<file path="config.mk">
export PLATFORM = sky130hd
export DESIGN_NAME = stack_calculator_flat
export DESIGN_NICKNAME = d
export VERILOG_FILES = /design/src/rtl/calc_pkg.sv /design/src/rtl/stack_calculator_if.sv /design/src/rtl/seq_multiplier.sv /design/src/rtl/stack_calculator.sv /design/src/flat_wrapper.sv
export SDC_FILE = /design/constraint.sdc
export NUM_CORES = 1
export LEC_CHECK = 0
export ABC_AREA = 1
export CAP_MARGIN = 20
export CELL_PAD_IN_SITES_DETAIL_PLACEMENT = 0
export CELL_PAD_IN_SITES_GLOBAL_PLACEMENT = 1
export CORE_MARGIN = 2
export CORE_UTILIZATION = 44
export CTS_CLUSTER_DIAMETER = 60
export DETAILED_ROUTE_END_ITERATION = 8
export DONT_BUFFER_PORTS = 1
export GPL_TIMING_DRIVEN = 0
export PLACE_DENSITY_LB_ADDON = 0.1
export SYNTH_ARGS = -nofsm -noshare
export SYNTH_HDL_FRONTEND = slang
export SYNTH_SLANG_ARGS = --single-unit
</file>
<file path="constraint.sdc">
create_clock -name clk_100MHz -period 3.55 [get_ports clk_100MHz]
set_input_delay 0.1775 -clock clk_100MHz [delete_from_list [all_inputs] [get_ports clk_100MHz]]
set_output_delay 0.1775 -clock clk_100MHz [all_outputs]
set_load 0.05 [all_outputs]
</file>
<file path="src/rtl/calc_pkg.sv">
// Shared opcodes, status codes and FSM encoding for the stack calculator.
package calc_pkg;

  localparam int unsigned OP_W  = 3;
  localparam int unsigned ERR_W = 2;

  typedef enum logic [OP_W-1:0] {
    OP_NOP   = 3'd0,
    OP_PUSH  = 3'd1,
    OP_POP   = 3'd2,
    OP_ADD   = 3'd3,
    OP_SUB   = 3'd4,
    OP_MUL   = 3'd5,
    OP_AND   = 3'd6,
    OP_CLEAR = 3'd7
  } op_e;

  typedef enum logic [ERR_W-1:0] {
    ERR_OK        = 2'd0,
    ERR_STACK_OVF = 2'd1,
    ERR_STACK_UNF = 2'd2,
    ERR_ARITH_OVF = 2'd3
  } err_e;

  typedef enum logic {
    ST_IDLE     = 1'b0,
    ST_MUL_BUSY = 1'b1
  } state_e;

endpackage

</file>
<file path="src/rtl/stack_calculator_if.sv">
// Operation request / result bus of the stack calculator.
interface stack_calculator_if
  import calc_pkg::*;
#(
  parameter int unsigned WIDTH = 8,
  parameter int unsigned DEPTH = 4
);

  localparam int unsigned CW = $clog2(DEPTH + 1);

  logic              op_valid;
  logic              op_ready;
  logic [OP_W-1:0]   op_code;
  logic [WIDTH-1:0]  operand;
  logic [WIDTH-1:0]  result;
  logic              result_valid;
  logic [CW-1:0]     depth_count;
  logic [ERR_W-1:0]  err_code;

  modport master (
    output op_valid, op_code, operand,
    input  op_ready, result, result_valid, depth_count, err_code
  );

  modport slave (
    input  op_valid, op_code, operand,
    output op_ready, result, result_valid, depth_count, err_code
  );

endinterface

</file>
<file path="src/rtl/seq_multiplier.sv">
// Shift-add multiplier: one partial product per cycle, WIDTH cycles after start.
module seq_multiplier #(
  parameter int unsigned WIDTH = 8
) (
  input  logic               clk_100MHz,
  input  logic               rst_n,
  input  logic               start,
  input  logic [WIDTH-1:0]   a,
  input  logic [WIDTH-1:0]   b,
  output logic               done,
  output logic [2*WIDTH-1:0] product
);

  localparam int unsigned PW = 2 * WIDTH;
  localparam int unsigned SW = $clog2(WIDTH);

  logic             busy_q;
  logic [SW-1:0]    step_q;
  logic [PW-1:0]    mcand_q;
  logic [PW-1:0]    acc_q;
  logic [PW-1:0]    acc_nxt;
  logic [WIDTH-1:0] mplier_q;

  // done/product describe the step in flight so the caller can commit on the last busy edge
  assign acc_nxt = mplier_q[0] ? (acc_q + mcand_q) : acc_q;
  assign done    = busy_q && (step_q == SW'(WIDTH - 1));
  assign product = acc_nxt;

  always_ff @(posedge clk_100MHz or negedge rst_n) begin
    if (!rst_n) begin
      busy_q   <= 1'b0;
      step_q   <= '0;
      mcand_q  <= '0;
      acc_q    <= '0;
      mplier_q <= '0;
    end else if (start) begin
      busy_q   <= 1'b1;
      step_q   <= '0;
      mcand_q  <= PW'(a);
      acc_q    <= '0;
      mplier_q <= b;
    end else if (busy_q) begin
      acc_q    <= acc_nxt;
      mcand_q  <= {mcand_q[PW-2:0], 1'b0};
      mplier_q <= {1'b0, mplier_q[WIDTH-1:1]};
      step_q   <= step_q + SW'(1);
      if (done) begin
        busy_q <= 1'b0;
      end
    end
  end

endmodule

</file>
<file path="src/rtl/stack_calculator.sv">
// Register-array operand stack with single-cycle ALU ops and a multi-cycle multiply.
module stack_calculator
  import calc_pkg::*;
#(
  parameter int unsigned WIDTH = 8,
  parameter int unsigned DEPTH = 4
) (
  input logic               clk_100MHz,
  input logic               rst_n,
  stack_calculator_if.slave bus
);

  localparam int unsigned CW = $clog2(DEPTH + 1);
  localparam int unsigned IW = $clog2(DEPTH);

  state_e           state_q, state_d;
  logic [WIDTH-1:0] stack_q [DEPTH];
  logic [CW-1:0]    cnt_q, cnt_d;
  logic [WIDTH-1:0] result_q, result_d;
  logic             rv_q, rv_d;
  err_e             err_q, err_d;
  logic             ready_q, ready_d;

  logic             wr_en;
  logic [IW-1:0]    wr_idx;
  logic [WIDTH-1:0] wr_data;

  logic [IW-1:0]    top_idx, sec_idx;
  logic [WIDTH-1:0] a, b;
  logic             full, empty, has_two;
  logic [WIDTH:0]   sum;
  logic [WIDTH-1:0] alu;
  logic             alu_ovf;

  logic             mul_start, mul_done;
  logic [2*WIDTH-1:0] mul_product;

  // Operands: a is the entry under the top, b is the top
  assign top_idx = IW'(cnt_q - CW'(1));
  assign sec_idx = IW'(cnt_q - CW'(2));
  assign a       = stack_q[sec_idx];
  assign b       = stack_q[top_idx];
  assign full    = (cnt_q == CW'(DEPTH));
  assign empty   = (cnt_q == '0);
  assign has_two = (cnt_q >= CW'(2));

  always_comb begin
    sum     = {1'b0, a} + {1'b0, b};
    alu     = sum[WIDTH-1:0];
    alu_ovf = sum[WIDTH];
    case (op_e'(bus.op_code))
      OP_SUB: begin
        alu     = a - b;
        alu_ovf = (a < b);
      end
      OP_AND: begin
        alu     = a & b;
        alu_ovf = 1'b0;
      end
      default: ;
    endcase
  end

  seq_multiplier #(.WIDTH(WIDTH)) u_mul (
    .clk_100MHz (clk_100MHz),
    .rst_n      (rst_n),
    .start      (mul_start),
    .a          (a),
    .b          (b),
    .done       (mul_done),
    .product    (mul_product)
  );

  always_comb begin
    state_d   = state_q;
    ready_d   = ready_q;
    cnt_d     = cnt_q;
    result_d  = result_q;
    rv_d      = 1'b0;
    err_d     = err_q;
    wr_en     = 1'b0;
    wr_idx    = sec_idx;
    wr_data   = alu;
    mul_start = 1'b0;
    unique case (state_q)
      ST_IDLE: begin
        if (bus.op_valid && ready_q) begin
          rv_d  = 1'b1;
          err_d = ERR_OK;
          case (op_e'(bus.op_code))
            OP_NOP: ;
            OP_PUSH: begin
              if (full) begin
                err_d = ERR_STACK_OVF;
              end else begin
                wr_en    = 1'b1;
                wr_idx   = IW'(cnt_q);
                wr_data  = bus.operand;
                cnt_d    = cnt_q + CW'(1);
                result_d = bus.operand;
              end
            end
            OP_POP: begin
              if (empty) begin
                err_d = ERR_STACK_UNF;
              end else begin
                cnt_d    = cnt_q - CW'(1);
                result_d = has_two ? a : '0;
              end
            end
            OP_ADD, OP_SUB, OP_AND: begin
              if (!has_two) begin
                err_d = ERR_STACK_UNF;
              end else begin
                wr_en    = 1'b1;
                cnt_d    = cnt_q - CW'(1);
                result_d = alu;
                err_d    = alu_ovf ? ERR_ARITH_OVF : ERR_OK;
              end
            end
            OP_MUL: begin
              if (!has_two) begin
                err_d = ERR_STACK_UNF;
              end else begin
                // completion (and its status) is reported when the multiply finishes
                rv_d      = 1'b0;
                err_d     = err_q;
                mul_start = 1'b1;
                state_d   = ST_MUL_BUSY;
                ready_d   = 1'b0;
              end
            end
            OP_CLEAR: begin
              cnt_d    = '0;
              result_d = '0;
            end
          endcase
        end
      end
      ST_MUL_BUSY: begin
        if (mul_done) begin
          wr_en    = 1'b1;
          wr_data  = mul_product[WIDTH-1:0];
          cnt_d    = cnt_q - CW'(1);
          result_d = mul_product[WIDTH-1:0];
          err_d    = (|mul_product[2*WIDTH-1:WIDTH]) ? ERR_ARITH_OVF : ERR_OK;
          rv_d     = 1'b1;
          state_d  = ST_IDLE;
          ready_d  = 1'b1;
        end
      end
    endcase
  end

  always_ff @(posedge clk_100MHz or negedge rst_n) begin
    if (!rst_n) begin
      state_q  <= ST_IDLE;
      ready_q  <= 1'b1;
      cnt_q    <= '0;
      result_q <= '0;
      rv_q     <= 1'b0;
      err_q    <= ERR_OK;
    end else begin
      state_q  <= state_d;
      ready_q  <= ready_d;
      cnt_q    <= cnt_d;
      result_q <= result_d;
      rv_q     <= rv_d;
      err_q    <= err_d;
    end
  end

  // Storage contents are don't-care after reset; only the pointer is cleared
  always_ff @(posedge clk_100MHz) begin
    if (wr_en) begin
      stack_q[wr_idx] <= wr_data;
    end
  end

  assign bus.op_ready     = ready_q;
  assign bus.result       = result_q;
  assign bus.result_valid = rv_q;
  assign bus.depth_count  = cnt_q;
  assign bus.err_code     = err_q;

endmodule

</file>
<file path="src/flat_wrapper.sv">
// flat-port wrapper written by rule: the top's interface ports become plain ports
module stack_calculator_flat import calc_pkg::*;
#(
  parameter int unsigned WIDTH = 8,
  parameter int unsigned DEPTH = 4
)
  (clk_100MHz, rst_n, bus_op_valid, bus_op_code, bus_operand, bus_op_ready, bus_result, bus_result_valid, bus_depth_count, bus_err_code);
  stack_calculator_if #(.WIDTH(WIDTH), .DEPTH(DEPTH)) bus_i ();
  input logic clk_100MHz;
  input logic rst_n;
  input wire logic [$bits(bus_i.op_valid)-1:0] bus_op_valid;
  input wire logic [$bits(bus_i.op_code)-1:0] bus_op_code;
  input wire logic [$bits(bus_i.operand)-1:0] bus_operand;
  output wire logic [$bits(bus_i.op_ready)-1:0] bus_op_ready;
  output wire logic [$bits(bus_i.result)-1:0] bus_result;
  output wire logic [$bits(bus_i.result_valid)-1:0] bus_result_valid;
  output wire logic [$bits(bus_i.depth_count)-1:0] bus_depth_count;
  output wire logic [$bits(bus_i.err_code)-1:0] bus_err_code;
  assign bus_i.op_valid = bus_op_valid;
  assign bus_i.op_code = bus_op_code;
  assign bus_i.operand = bus_operand;
  assign bus_op_ready = bus_i.op_ready;
  assign bus_result = bus_i.result;
  assign bus_result_valid = bus_i.result_valid;
  assign bus_depth_count = bus_i.depth_count;
  assign bus_err_code = bus_i.err_code;
  stack_calculator #(.WIDTH(WIDTH), .DEPTH(DEPTH)) u_core (.clk_100MHz(clk_100MHz), .rst_n(rst_n), .bus(bus_i));
endmodule
</file>
# ---- Yosys cells after proc, flatten, opt, wreduce, memory -nomap -nowiden
# Memories as Yosys holds them, arrays and structs flattened.
# Index checks and enable logic that the tools add are counted.
# Widths: inputs -> output; s select.
dict set report totals {
  ff_bits 60
  ram_bits 32
  in_bits 14
  output_inout_bits 15
  elab_cells 119
  memories 1
}
dict set report op_classes {
  add_sub_neg 7
  order_cmp 2
  eq_ne 18
  n_mux 69
  bitwise 2
  reduce_logical 9
}
# memory depth word_bits rd rd_clocked_by_memory_dff write_ports line
set mem_list {}
lappend mem_list {u_core.stack_q 4 8 2 0 1 stack_calculator.sv:17} ;# logic [WIDTH-1:0] stack_q [DEPTH];
# op n
set ops {}
lappend ops {{$mux 8} 12}
lappend ops {{$mux 16} 5}
lappend ops {{$pmux 8 s2} 3}
lappend ops {{$pmux 8 s4} 1}
lappend ops {{$mux 2} 11}
lappend ops {{$mux 3} 7}
lappend ops {{$mux 1} 20}
lappend ops {{$eq 3x3->1 const B} 6}
lappend ops {{$add 16x16->16} 1}
lappend ops {{$pmux 1 s2} 6}
lappend ops {{$pmux 3 s4} 1}
lappend ops {{$add 8x8->9} 1}
lappend ops {{$ne 3x3->1 const B} 3}
lappend ops {{$and 8x8->8} 1}
lappend ops {{$lt 8x8->1} 1}
lappend ops {{$pmux 2 s4} 1}
lappend ops {{$reduce_or 8->1} 1}
lappend ops {{$sub 8x8->8} 1}
lappend ops {{$add 3x1->3 const B} 2}
lappend ops {{$eq 3x2->1 const B} 2}
lappend ops {{$pmux 3 s2} 1}
lappend ops {{$reduce_and 6->1} 1}
lappend ops {{$ne 5x5->1 const B} 1}
lappend ops {{$ne 2x1->1 const B} 2}
lappend ops {{14 further kinds} 16}

# ---- Longest topological paths before layout
# Gate-level depths: netlist of run 1.
# An unclocked memory read counts as a cell.
dict set report depth {
  depth_word 9
  depth_mapped 24
  mapped_depth_nobuf 21
}

# ---- Cells and area by module
# A second synthesis of run 1 with hierarchy kept.
dict set report hier_totals {
  cells_unflattened 874
  hier_area_um2 6454.9
}
# module instances cells_each area_per_inst_um2 seq_area_each_um2
set by_module_without_submodules {}
lappend by_module_without_submodules {stack_calculator 1 490 3608.5 1362.6}
lappend by_module_without_submodules {seq_multiplier 1 384 2846.5 1101.1}

# ---- Worst setup path before layout of run 1
# Ideal clock, no wire load.
dict set report synth_path {
  kind {register -> register}
  from {register u_core.cnt_q[0] (netlist: u_core.bus.depth_count[0])}
  to {memory u_core.stack_q[0][6] (data pin)}
  setup_ps 286
  arrival_time_ps 3555
  required_ps 3264
  slack_ps -291
  stages_incl_launch_ff 23
  path_buffers 3
  period_less_slack_ps 3841
  path_cell_list {dfrtp_1 > buf_2 > inv_2 > buf_2 > ha_1 > clkinv_1 > clkbuf_1 > o21ai_0 > o22ai_1 > ha_1 > inv_1 > fa_1 > inv_1 > nand2_1 > nand2_1 > nand2_1 > nand2_1 > a21oi_1 > xor2_1 > nand2_1 > nand3_1 > nand2_1 > o211ai_1}
}
dict set report synth_via {
  elab_chain_cells 8
  word_cells_on_any_way 13
  classes_between {add/sub (4); eq/ne (1); mux (6); bitwise (1); memory (1)}
}
# item line
set synth_rtl {}
lappend synth_rtl {{from (decl)} stack_calculator.sv:18} ;# logic [CW-1:0] cnt_q, cnt_d;
lappend synth_rtl {{from (signal assigned)} stack_calculator.sv:166} ;# cnt_q <= cnt_d;
lappend synth_rtl {{$sub 3x1->3 / $sub 2x2->2 (equally long branches)} n/a}
lappend synth_rtl {{$mem_v2 4x8} n/a}
lappend synth_rtl {{$add 8x8->9, or another cell as far along} stack_calculator.sv:48} ;# sum = {1'b0, a} + {1'b0, b};
lappend synth_rtl {{$pmux 8 s2} stack_calculator.sv:51} ;# case (op_e'(bus.op_code))
lappend synth_rtl {{$mux 8} stack_calculator.sv:93} ;# if (full) begin
lappend synth_rtl {{$mux 8} stack_calculator.sv:90} ;# case (op_e'(bus.op_code))
lappend synth_rtl {{$mux 8} stack_calculator.sv:87} ;# if (bus.op_valid && ready_q) begin
lappend synth_rtl {{$pmux 8 s2 *} stack_calculator.sv:85} ;# unique case (state_q)
lappend synth_rtl {{named net u_core.wr_data[6]} stack_calculator.sv:26} ;# logic [WIDTH-1:0] wr_data;
lappend synth_rtl {{to (decl)} stack_calculator.sv:17}
# The timed path passes the listed nets; every way through them passes the cells marked *.

# ---- Worst setup path in the final report of run 1
dict set report layout_path {
  from {register u_core.cnt_q[0] (netlist: u_core.bus.depth_count[0])}
  to {memory u_core.stack_q[1][4] (data pin)}
}
# Same word-level chain as after synthesis.

==> results of run 1 <==
## stage by stage
| step | worst slack [ns] | hold WS [ns] | utilization [%] | TNS (ns) | cell area [µm²] |
|---|---|---|---|---|---|
| finish | -0.1567 | 0.03241 | 53.40 | -1.486 | 7702 |
| global placement | -1.067 | -0.1158 | 46.50 | -28.40 | 6706 |
| detailed placement | -1.116 | -0.1154 | 46.60 | -29.29 | 6721 |
| global route | -0.2487 | 0.04339 | 53.40 | -3.548 | 7702 |
| CTS | -0.09352 | 0.03230 | 51.90 | -0.8272 | 7486 |
| floorplan | 0.02340 | -0.1181 | - | 0 | 6476 |
## worst max path at each step
stage	start	endpoint	slack (ns)	depth (start not counted)
floorplan	u_core.bus.depth_count[0]	u_core.stack_q[0][6]	0.02	22
global placement	u_core.bus.depth_count[0]	u_core.stack_q[0][6]	-1.07	22
detailed placement	u_core.bus.depth_count[0]	u_core.stack_q[1][6]	-1.12	22
CTS	u_core.bus.depth_count[0]	u_core.stack_q[1][6]	-0.09	22
global route	u_core.bus.depth_count[0]	u_core.stack_q[2][7]	-0.25	22
finish	u_core.bus.depth_count[0]	u_core.stack_q[1][4]	-0.16	21
## placed cells by master (no fill, tap or decap), drive strengths merged
| cell type | n |
|---|---|
| nand2 | 257 |
| inv | 135 |
| dfrtp | 59 |
| nor2 | 55 |
| nand3 | 54 |
| o21ai | 51 |
| buf | 46 |
| a21oi | 37 |
| ha | 37 |
| edfxtp | 32 |
| o22ai | 24 |
| clkbuf | 17 |
| o221ai | 16 |
| o211ai | 13 |
| a32oi | 8 |
| nor3 | 7 |
| xnor2 | 6 |
| nand4 | 6 |
| xor2 | 4 |
| o2111ai | 3 |
| fa | 3 |
| clkinv | 3 |
| a21o | 2 |
| o311ai | 2 |
| o21bai | 2 |
| a22o | 2 |
| nor3b | 2 |
| a32o | 1 |
| or2 | 1 |
| o21a | 1 |
| a31oi | 1 |
| nand3b | 1 |
| a21boi | 1 |
| clkinvlp | 1 |
| dlygate4sd3 | 1 |
| dfstp | 1 |
## cell type report
cell class | count | area share (%)
multi-input combinational | 597 | 48.47
timing repair buffer | 30 | 3.168
clock inverter | 7 | 0.8609
inverter | 132 | 6.725
buffer | 25 | 2.810
tap | 184 | 2.989
sequential | 92 | 32.05
clock buffer | 9 | 2.924
## flip-flops by register name, indices dropped and copies added (netlist names)
name / flops
u_core.stack_q: 32
u_core.bus.err_code: 2
u_core.bus.depth_count: 3
u_core.bus.result_valid: 1
u_core.u_mul.mcand_q: 16
u_core.state_q: 1
u_core.bus.result: 8
u_core.u_mul.acc_q: 16
u_core.bus.op_ready: 1
u_core.u_mul.mplier_q: 8
u_core.u_mul.step_q: 3
u_core.u_mul.busy_q: 1
## metal layers
| layer | part of all wire, % | vias to the layer above |
|---|---|---|
| li1 | - | 2901 |
| met1 | 46 | 2901 |
| met2 | 46 | 190 |
| met3 | 5.9 | 28 |
| met4 | 2.2 | 0 |
| met5 | 0 | - |
## repair_timing
action,in CTS,in global routing
pin swaps,19,22
endpoints found under the hold margin,60,0
setup endpoints to repair,41,31
resized for setup,64,40
setup buffers,17,7
hold buffers,2,0
## logic make-up after synthesis
family / Yosys count / synth area share (%)
fa+ha+maj: 40 / 8.087
xor+xnor: 10 / 1.354
compound gates: 164 / 16.50
flops: 92 / 38.09
buf+inv: 158 / 10.31
simple gates: 383 / 25.65
==> impl_results.md, run 1 <==
- IO Pins: 29
- Max_cap viols: 0
- Footprint of the multi-input gates: 0.003734 mm²
- Met1 Use GR: between 30% and 40%
- Register bit total from synthesis: 92
- Top cells by count, synth: nand2_1, inv_1, dfrtp_1, nand3_1, nor2_1
- Global-route wire length before repair: just over 30000 µm
- Drt wl/cell: 18.66 µm
- Root buf cell: clkbuf_16
- Sequential cell area: 0.002469 mm²
- Setup ws final: -0.1567 ns
- Worst Hold End: u_core.bus.result[0]
- Core Area: between 0.01 and 0.015 mm²
- Period Utilization, post-route: 104.4%
- Clk Latency, worst-skew pair: roughly 0.36 ns
- Post-Synthesis Cells: 847
- GP Congestion: 0.9141
- Seq/Total Area, Yosys: 38.09%
- Yosys warning count: 0
- Crit path cell chain: buf_6 > inv_8 > buf_8 > ha_4 > clkinv_4 > clkbuf_16 > a32oi_4 > inv_2 > buf_6 > fa_2 > inv_2 > nand2_2 > nand2_2 > nand2_2 > nand2_2 > buf_4 > xor2_2 > nand2_1 > nand3_2 > nand2_1 > o211ai_1
- Syn_nets: roughly 900
- CTS sink cnt: 92
- Req. time, crit path: between 3 and 4 ns
- Met2 Use GR: 40.76%
- Post-Syn Area: about 0.0065 mm²
- Final hold vios: 0
- Die H: 125.2 µm
- Share of cells above drive strength 1: 20.07%
- Post-synth EDFFs: 32
- Nets: 941
- TritonCTS clock tree: built
- Final wirelength: 20080 µm
- Final slew viol count: 0
- GRT Max-Usage Layer: met2
- CTS Buf Count: 9
- Vias: 6020
- Worst-path clk slew: 0.08 ns
- Setup crit end kind: flip-flop
- Worst-margin pin slew: 0.8023 ns
- CP bufs+invs: 9
- Grt total ovfl: 0
- Final routed DRC violation total: 0
- RSZ-0062 raised after global routing: yes
- R2r endpoint: u_core.stack_q[1][4]
- Initial Util: 44.84%
- FP Rows: 44
- CP max stage cell: dfrtp_2
- Post-Layout Cell Count: 1076
- Area Growth Syn to Fin: 19.09%
- Antenna fix cells: 0
- Post-synthesis cell type count: 52
- Max FO, Critical Path: 8
- Ys flop type: dfrtp_1
- Largest area contributor in the netlist: dfrtp_1
- Final min period: roughly 3.7 ns
- DPL Wire Length: approximately 15000 µm
- CP top delay family: buffers and inverters
- Vias/cell: 5.595
- CP arrival: ~3.8 ns
- Critical R2R Launch: u_core.bus.depth_count[0]
- Clock Skew: 0.01086 ns
- Synth async-reset ratio: between 60% and 70%
- DR iter-0 viols: 468
- Vias in the first global route: 5654
- Die Footprint: 0.01569 mm²
- Synth top area share: 22.83%
- Top cells by area, synth: dfrtp_1, edfxtp_1, nand2_1, ha_1, inv_1
- Initial antenna violation count: 0
- Flop-to-flop setup slack: -0.16 ns
- Inst Count DP: around 1000
- GRT Overall Usage: 25.48%
- Hold Crit Start: bus_operand[0]
- Filler Cell Count: between 1000 and 1500
- Setup crit start kind: flip-flop
- Routed Antenna Nets: 0
- Most frequent cell after synthesis: nand2_1
- Max Clk Rate: about 0.27 GHz
- Setup violations, final: 13
- Critical path class: flip-flop to flip-flop
- R2R depth: 21
- Port buffer count: 0
- Hold Path Cell Cnt: 2
- Violated checks: setup timing
- Outcome: finished, violations left
- CP max stage delay: 0.55 ns
- Met3 global-route usage: 4.835%
- H-Tree Depth: 3
- Largest net degree at the start of global routing: 61
- DIE WIDTH: around 130 µm
- TritonRoute pass-1 iters: 5
- Largest buffer count on any clock path: 2
- Rel. slew slack: 45.94%
- Worst min path class: primary input to flip-flop
- Avg Cell Area, Syn: ~7.6 µm²
- Most frequent CP cell: nand2_2
Power of run 1 is not shown: default switching activity piles up to over one toggle a cycle in this logic, so the estimate is an artifact.
==> run 2: changes to the inputs <==
- CORE_UTILIZATION: 44 -> 43
- SYNTH_HIERARCHICAL: default -> 1
==> run 2 against run 1 <==
Against the previous run:
- non-clock buffer count down 10
- maximum frequency up 8.9%
- critical endpoint is now u_core/stack_q[0][6]
- core utilization down 1.9 points
- first-iteration DRC count down 9.8%
- synthesized area down 0.19%
- count of clock-buffer cells in the layout unchanged
- worst setup slack better by 0.30 ns
- sequential share of layout area up 0.77 points
- the run now ends clean
==> impl_results.md, run 2 <==
- Initial Util: 44.25% (-0.59 points)
- Area Growth Syn to Fin: 16.40%
- Share of cells above drive strength 1: 14.41% (-5.7 points)
- Final min period: 3.404 ns (-0.3030 ns)
- Met3 global-route usage: 4.049% (-0.79 points)
- Crit path cell chain: buf_6 > inv_6 > buf_8 > ha_4 > inv_8 > clkbuf_8 > a32oi_4 > inv_1 > ha_1 > nor2_2 > nand4_1 > nand3_1 > nand2_1 > nand3_1 > nand3_2 > nand2_2 > nand3_4
- Met1 Use GR: 34.84% (-0.73 points)
- DIE WIDTH: 126.5 µm (+1.0%)
- Clk Latency, worst-skew pair: 0.36 ns (about the same)
- Die H: 126.5 µm (+1.0%)
- CTS sink cnt: 92 (unchanged)
- Vias: 6007 (-0.22%)
- Root buf cell: clkbuf_16
- Post-synth EDFFs: 32 (unchanged)
- Global-route wire length before repair: 31440 µm (+0.95%)
- Most frequent CP cell: nand3_1
- Max Clk Rate: 0.2938 GHz (+8.9%)
- Vias in the first global route: 5925 (+4.8%)
- Drt wl/cell: 17.90 µm (-4.1%)
- Post-Syn Area: 0.006455 mm² (-0.19%)
- Die Footprint: 0.01601 mm² (+2.1%)
- TritonCTS clock tree: built
- FP Rows: 44 (unchanged)
- Inst Count DP: 1062 (+2.7%)
- Largest net degree at the start of global routing: 61 (unchanged)
- Critical path class: flip-flop to flip-flop
- Grt total ovfl: 0 (unchanged)
- Rel. slew slack: 38.82% (-7.1 points)
- Post-Layout Cell Count: 1093 (+1.6%)
- Met2 Use GR: 40.30% (-0.47 points)
- Final wirelength: 19570 µm (-2.6%)
- Yosys warning count: 6 (+6)
- Ys flop type: dfrtp_1
- Clock Skew: 0.008876 ns (-0.001983 ns)
- Initial antenna violation count: 0 (unchanged)
- Worst-path clk slew: 0.08 ns (about the same)
- Top cells by area, synth: dfrtp_1, nand2_1, edfxtp_1, ha_1, inv_1
- Core Area: 0.01459 mm² (+1.1%)
- Outcome: complete, no violations
- Most frequent cell after synthesis: nand2_1
- Synth top area share: 22.87% (+0.044 points)
- DPL Wire Length: 14810 µm (-2.0%)
- CTS Buf Count: 9 (unchanged)
- Fin Hold WS: 0.08798 ns (+0.05557 ns)
- H-Tree Depth: 3 (unchanged)
- TritonRoute pass-1 iters: 5 (unchanged)
- GRT Overall Usage: 25.11% (-0.37 points)
- Synth async-reset ratio: 65.22% (unchanged)
- Req. time, crit path: 3.64 ns (+0.05 ns)
- Top cells by count, synth: nand2_1, inv_1, nand3_1, dfrtp_1, nor2_1
- Max FO, Critical Path: 9 (+1)
- Vias/cell: 5.496 (-1.8%)
- Setup crit start kind: flip-flop
- Final slew viol count: 0 (unchanged)
- Syn_nets: 927 (+2.9%)
- Seq/Total Area, Yosys: 38.17% (+0.074 points)
- Largest area contributor in the netlist: dfrtp_1
- Final routed DRC violation total: 0 (unchanged)
- Register bit total from synthesis: 92 (unchanged)
- Final hold vios: 0 (unchanged)
- Nets: 957 (+1.7%)
- Port buffer count: 0 (unchanged)
- Worst min path class: primary input to flip-flop
- IO Pins: 29 (unchanged)
- Setup violations, final: 0 (-13)
- Setup crit end kind: flip-flop
- Max_cap viols: 0 (unchanged)
- CP max stage delay: 0.55 ns (about the same)
- Top reg by flops: u_core/stack_q
- CP arrival: 3.50 ns (-0.25 ns)
- Largest buffer count on any clock path: 2 (unchanged)
- Avg Cell Area, Syn: 7.386 µm² (-3.3%)
- Most common cell after layout, fill and taps aside: nand2_1
- Largest register FFs: 32 (unchanged)
- DR iter-0 viols: 422 (-9.8%)
- GP Congestion: 0.8761 (-4.2%)
- Post-synthesis cell type count: 47 (-9.6%)
- GRT Max-Usage Layer: met2
- Worst-margin pin slew: 0.9107 ns (+0.1084 ns)
- CP max stage cell: dfrtp_2
- Commonest cells after routing, fill and taps aside: nand2_1, inv_1, dfrtp_1
- Post-Synthesis Cells: 874 (+3.2%)
- Antenna fix cells: 0 (unchanged)
- Routed Antenna Nets: 0 (unchanged)
- Regs by FF count: u_core/stack_q: 32 flops, u_core/u_mul/acc_q: 16 flops, u_core/u_mul/mcand_q: 16 flops
- Period Utilization, post-route: 95.88% (-8.5 points)
[run 2: timing repair]
action                                  in CTS  in global routing
gates cloned                                 1                  1
endpoints found under the setup margin      42                 32
endpoints found under the hold margin       60                  0
gates resized for setup                     43                 28
hold buffers                                 2                  0
pin swaps                                    6                 10
setup buffers                                7                  9
[run 2: area by class of cell]
| type | instances | area (µm²) |
|---|---|---|
| fill | 1408 | 7076 |
| multi-input combinational | 634 | 3656 |
| sequential | 92 | 2466 |
| inverter | 122 | 489.2 |
| tap | 184 | 230.2 |
| timing repair buffer | 24 | 226.5 |
| clock buffer | 9 | 225.2 |
| buffer | 21 | 158.9 |
| clock inverter | 7 | 61.31 |
[run 2: metal layers]
| metal | wire length [µm] | share of wire, % |
|---|---|---|
| met5 | 0 | 0 |
| met4 | 384 | 2.0 |
| met3 | 1090 | 5.6 |
| met1 | 9215 | 47 |
| met2 | 8877 | 45 |
[run 2: cell families after synthesis]
family | count (synthesis) | share of synthesized area, %
fa+ha+maj | 39 | 7.909
compound gates | 141 | 13.88
xor+xnor | 8 | 1.086
buf+inv | 148 | 9.091
flops | 92 | 38.17
simple gates | 446 | 29.87
[run 2: final timing paths]
kind                                           startpoint                  endpoint  slack [ns]  depth (start not counted)
min in group asynchronous                           rst_n  u_core/u_mul/mplier_q[5]        0.34                          2
max in group asynchronous                           rst_n       u_core/bus.op_ready        2.88                          2
worst min register to register   u_core/u_mul/mplier_q[7]  u_core/u_mul/mplier_q[7]        0.51                          1
worst max register to register  u_core/bus.depth_count[1]      u_core/stack_q[0][6]        0.15                         17
worst min-delay path                       bus_operand[7]      u_core/stack_q[0][7]        0.09                          2
worst max-delay path            u_core/bus.depth_count[1]      u_core/stack_q[0][6]        0.15                         17
[run 2: critical path: cells and delay by family, from the launching register on]
| kind | cells | cell delay, ns |
|---|---|---|
| buf+inv | 6 | 0.64 |
| simple gates | 8 | 0.92 |
| flops | 1 | 0.55 |
| compound gates | 1 | 0.30 |
| fa+ha+maj | 2 | 0.72 |
[run 2: metrics by stage]
| step | utilization (%) | setup WS, ns | setup TNS, ns | instance area [µm²] |
|---|---|---|---|---|
| after floorplan | - | 0.01793 | 0 | 6471 |
| after global placement | 45.93 | -1.040 | -33.07 | 6701 |
| after detailed placement | 46.14 | -1.039 | -31.52 | 6731 |
| after CTS | 50.31 | 0.004841 | 0 | 7340 |
| after global routing | 51.50 | -0.02295 | -0.08823 | 7513 |
| final | 51.50 | 0.1462 | 0 | 7513 |
Power of run 2 is left out for the same reason.
==> run 3: changes to the inputs <==
- ABC_AREA: 1 -> default
- CORE_UTILIZATION: 43 -> 46
- CTS_BUF_LIST: default -> sky130_fd_sc_hd__clkbuf_16
- MAX_ROUTING_LAYER: default -> met4
==> run 3 against run 2 <==
Against the previous run:
- die area decreased by 1.9%
- non-clock buffer count increased by 16
- first-iteration DRC count increased by 9.0%
- clock skew about the same
- critical path depth decreased by 3
- via count decreased by 3.7%
- synthesized cell count decreased by 19%
- core utilization increased by 2.5 points
- global-route usage increased by 2.9 points
- count of clock-buffer cells in the layout unchanged
- sequential share of layout area decreased by 1.2 points
- hold slack got worse by 0.051 ns
- highest routed layer unchanged
==> impl_results.md, run 3 <==
- Routed Antenna Nets: 0 (unchanged)
- Initial Util: 46.77% (+2.5 points)
- Post-Layout Cell Count: 928 (-15%)
- Ys flop type: dfrtp_1
- Final instance area: 0.007818 mm² (+4.0%)
- Final wirelength: 21070 µm (+7.7%)
- Final setup TNS: 0 ns (unchanged)
- Largest area contributor in the netlist: dfrtp_1
- Register bit total from synthesis: 92 (unchanged)
- Setup crit start kind: flip-flop
- Synth top area share: 21.80% (-1.1 points)
- Post-Synthesis Cells: 709 (-19%)
- Die H: 125.3 µm (-0.94%)
- Clk Latency, worst-skew pair: 0.35 ns (about the same)
- Inst Count DP: 895 (-16%)
- Share of cells above drive strength 1: 19.76% (+5.3 points)
- Final routed DRC violation total: 0 (unchanged)
- TritonRoute pass-1 iters: 5 (unchanged)
- TritonCTS clock tree: built
- H-Tree Depth: 3 (unchanged)
- Worst min path class: primary input to flip-flop
- RSZ-0062 raised after global routing: yes
- Regs by FF count: u_core/stack_q: 32 flops, u_core/u_mul/acc_q: 16 flops, u_core/u_mul/mcand_q: 16 flops
- DP Area: 0.007042 mm² (+4.6%)
- Metal3 WL: 929 µm (-15%)
- M1 WL: 9168 µm (-0.51%)
- Post-Syn Area: 0.006771 mm² (+4.9%)
- Req. time, crit path: 3.69 ns (+0.05 ns)
- Top cells by count, synth: nand2_1, nor2_1, dfrtp_1, o21ai_0, mux2i_1
- IO Pins: 29 (unchanged)
- Port buffer count: 0 (unchanged)
- DIE WIDTH: 125.3 µm (-0.94%)
- Setup violations, final: 0 (unchanged)
- Final min period: 3.526 ns (+0.1221 ns)
- Core Area: 0.01448 mm² (-0.75%)
- Avg Cell Area, Syn: 9.551 µm² (+29%)
- Drt wl/cell: 22.71 µm (+27%)
- GRT Overall Usage: 27.97% (+2.9 points)
- FP Rows: 44 (unchanged)
- Vias in the first global route: 5801 (-2.1%)
- Largest net degree at the start of global routing: 61 (unchanged)
- Max Used Layer: met4
- Syn_nets: 762 (-18%)
- Seq/Total Area, Yosys: 36.38% (-1.8 points)
- Worst-margin pin slew: 0.7934 ns (-0.1173 ns)
- CTS Buf Count: 9 (unchanged)
- Synth async-reset ratio: 65.22% (unchanged)
- Area Growth Syn to Fin: 15.45%
- DR iter-0 viols: 460 (+9.0%)
- Max FO, Critical Path: 7 (-2)
- Largest buffer count on any clock path: 2 (unchanged)
- Worst-path clk slew: 0.07 ns (about the same)
- Final core utilization: 53.99% (+2.5 points)
- CP arrival: 3.67 ns (+0.17 ns)
- Nets: 792 (-17%)
- Grt total ovfl: 0 (unchanged)
- Met2 routed WL: 10250 µm (+16%)
- Initial antenna violation count: 0 (unchanged)
- Vias/cell: 6.236 (+13%)
- Most common cell after layout, fill and taps aside: nand2_1
- Final hold vios: 0 (unchanged)
- DPL Wire Length: 15550 µm (+5.0%)
- Global-route wire length before repair: 33130 µm (+5.4%)
- Critical path class: flip-flop to flip-flop
- Post-synthesis cell type count: 78 (+66%)
- Root buf cell: clkbuf_16
- CTS sink cnt: 92 (unchanged)
- Final slew viol count: 0 (unchanged)
- Period Utilization, post-route: 99.32% (+3.4 points)
- Largest register FFs: 32 (unchanged)
- Die Footprint: 0.01571 mm² (-1.9%)
- Commonest cells after routing, fill and taps aside: nand2_1, nor2_1, dfrtp_1
- Most frequent cell after synthesis: nand2_1
- GP Congestion: 0.9220 (+5.2%)
- Max_cap viols: 0 (unchanged)
- Rel. slew slack: 46.91% (+8.1 points)
- Clock Skew: 0.009346 ns (+0.0004700 ns)
- Outcome: complete, no violations
- Setup crit end kind: flip-flop
- Antenna fix cells: 0 (unchanged)
- Top cells by area, synth: dfrtp_1, edfxtp_1, ha_1, mux2i_1, mux4_2
- Yosys warning count: 6 (unchanged)
- Top reg by flops: u_core/stack_q
- Post-synth EDFFs: 32 (unchanged)
- Vias: 5787 (-3.7%)
- Max Clk Rate: 0.2836 GHz (-3.5%)
## run 3: worst max-delay path: stages, from the launching register on
cell and delay (ns):
dfrtp_4 0.58, clkbuf_16 0.19, clkinvlp_4 0.10, ha_4 0.28, buf_6 0.12, mux4_2 0.37
inv_2 0.09, ha_4 0.19, buf_6 0.13, o21a_1 0.16, o31a_1 0.19, o21ai_2 0.18
mux2i_1 0.24, o22ai_2 0.11, o31ai_4 0.36
## run 3: final timing paths
path / start / endpoint / slack [ns] / cells after the start
max: u_core/bus.depth_count[1] / u_core/stack_q[2][5] / 0.02 / 14
min: bus_operand[2] / u_core/bus.result[2] / 0.04 / 2
max reg2reg: u_core/bus.depth_count[1] / u_core/stack_q[2][5] / 0.02 / 14
min reg2reg: u_core/u_mul/step_q[1] / u_core/u_mul/step_q[1] / 0.53 / 2
max in group asynchronous: rst_n / u_core/bus.op_ready / 2.86 / 2
min in group asynchronous: rst_n / u_core/u_mul/mcand_q[15] / 0.36 / 2
## run 3: through the flow
step,setup slack (ns),hold WS [ns]
final,0.02416,0.03729
after global routing,-0.1512,0.04540
after CTS,0.003504,0.03263
after detailed placement,-0.9040,-0.1160
after global placement,-0.8239,-0.1157
after floorplan,0.01660,-0.1181
## run 3: area by class of cell
class / instances / area (µm²)
repair buffers: 21 / 181.4
clock buffers: 9 / 225.2
flip-flops and latches: 92 / 2472
clock inverters: 7 / 50.05
well taps: 184 / 230.2
inverters: 30 / 123.9
multi-input cells: 545 / 4280
plain buffers: 40 / 254.0
fillers: 1345 / 6661
## run 3: cell families after synthesis
kind of cell,after synthesis,share of synthesized area (%)
AOI/OAI and AO/OA,206,21.19
and+or+nand+nor,217,15.26
DFF,92,36.38
adders and majority gates,39,7.539
xor gates and xnor gates,16,2.070
muxes,67,13.06
buffers and inverters,72,4.490
## run 3: repair_timing
action                                  in CTS  in global routing
cloned                                       1                  0
pin swaps                                    7                 23
hold buffers                                 2                  0
endpoints found under the setup margin      37                 55
buffers inserted                            11                  5
gates resized for setup                     46                 34
endpoints found under the hold margin       60                  0
## run 3: routing by layer
layer | up-vias | GRT usage, %
met5 | - | -
met4 | 0 | 10.92
met3 | 48 | 4.579
met2 | 168 | 46.07
met1 | 2869 | 34.63
li1 | 2702 | -
Power of run 3 is left out for the same reason.
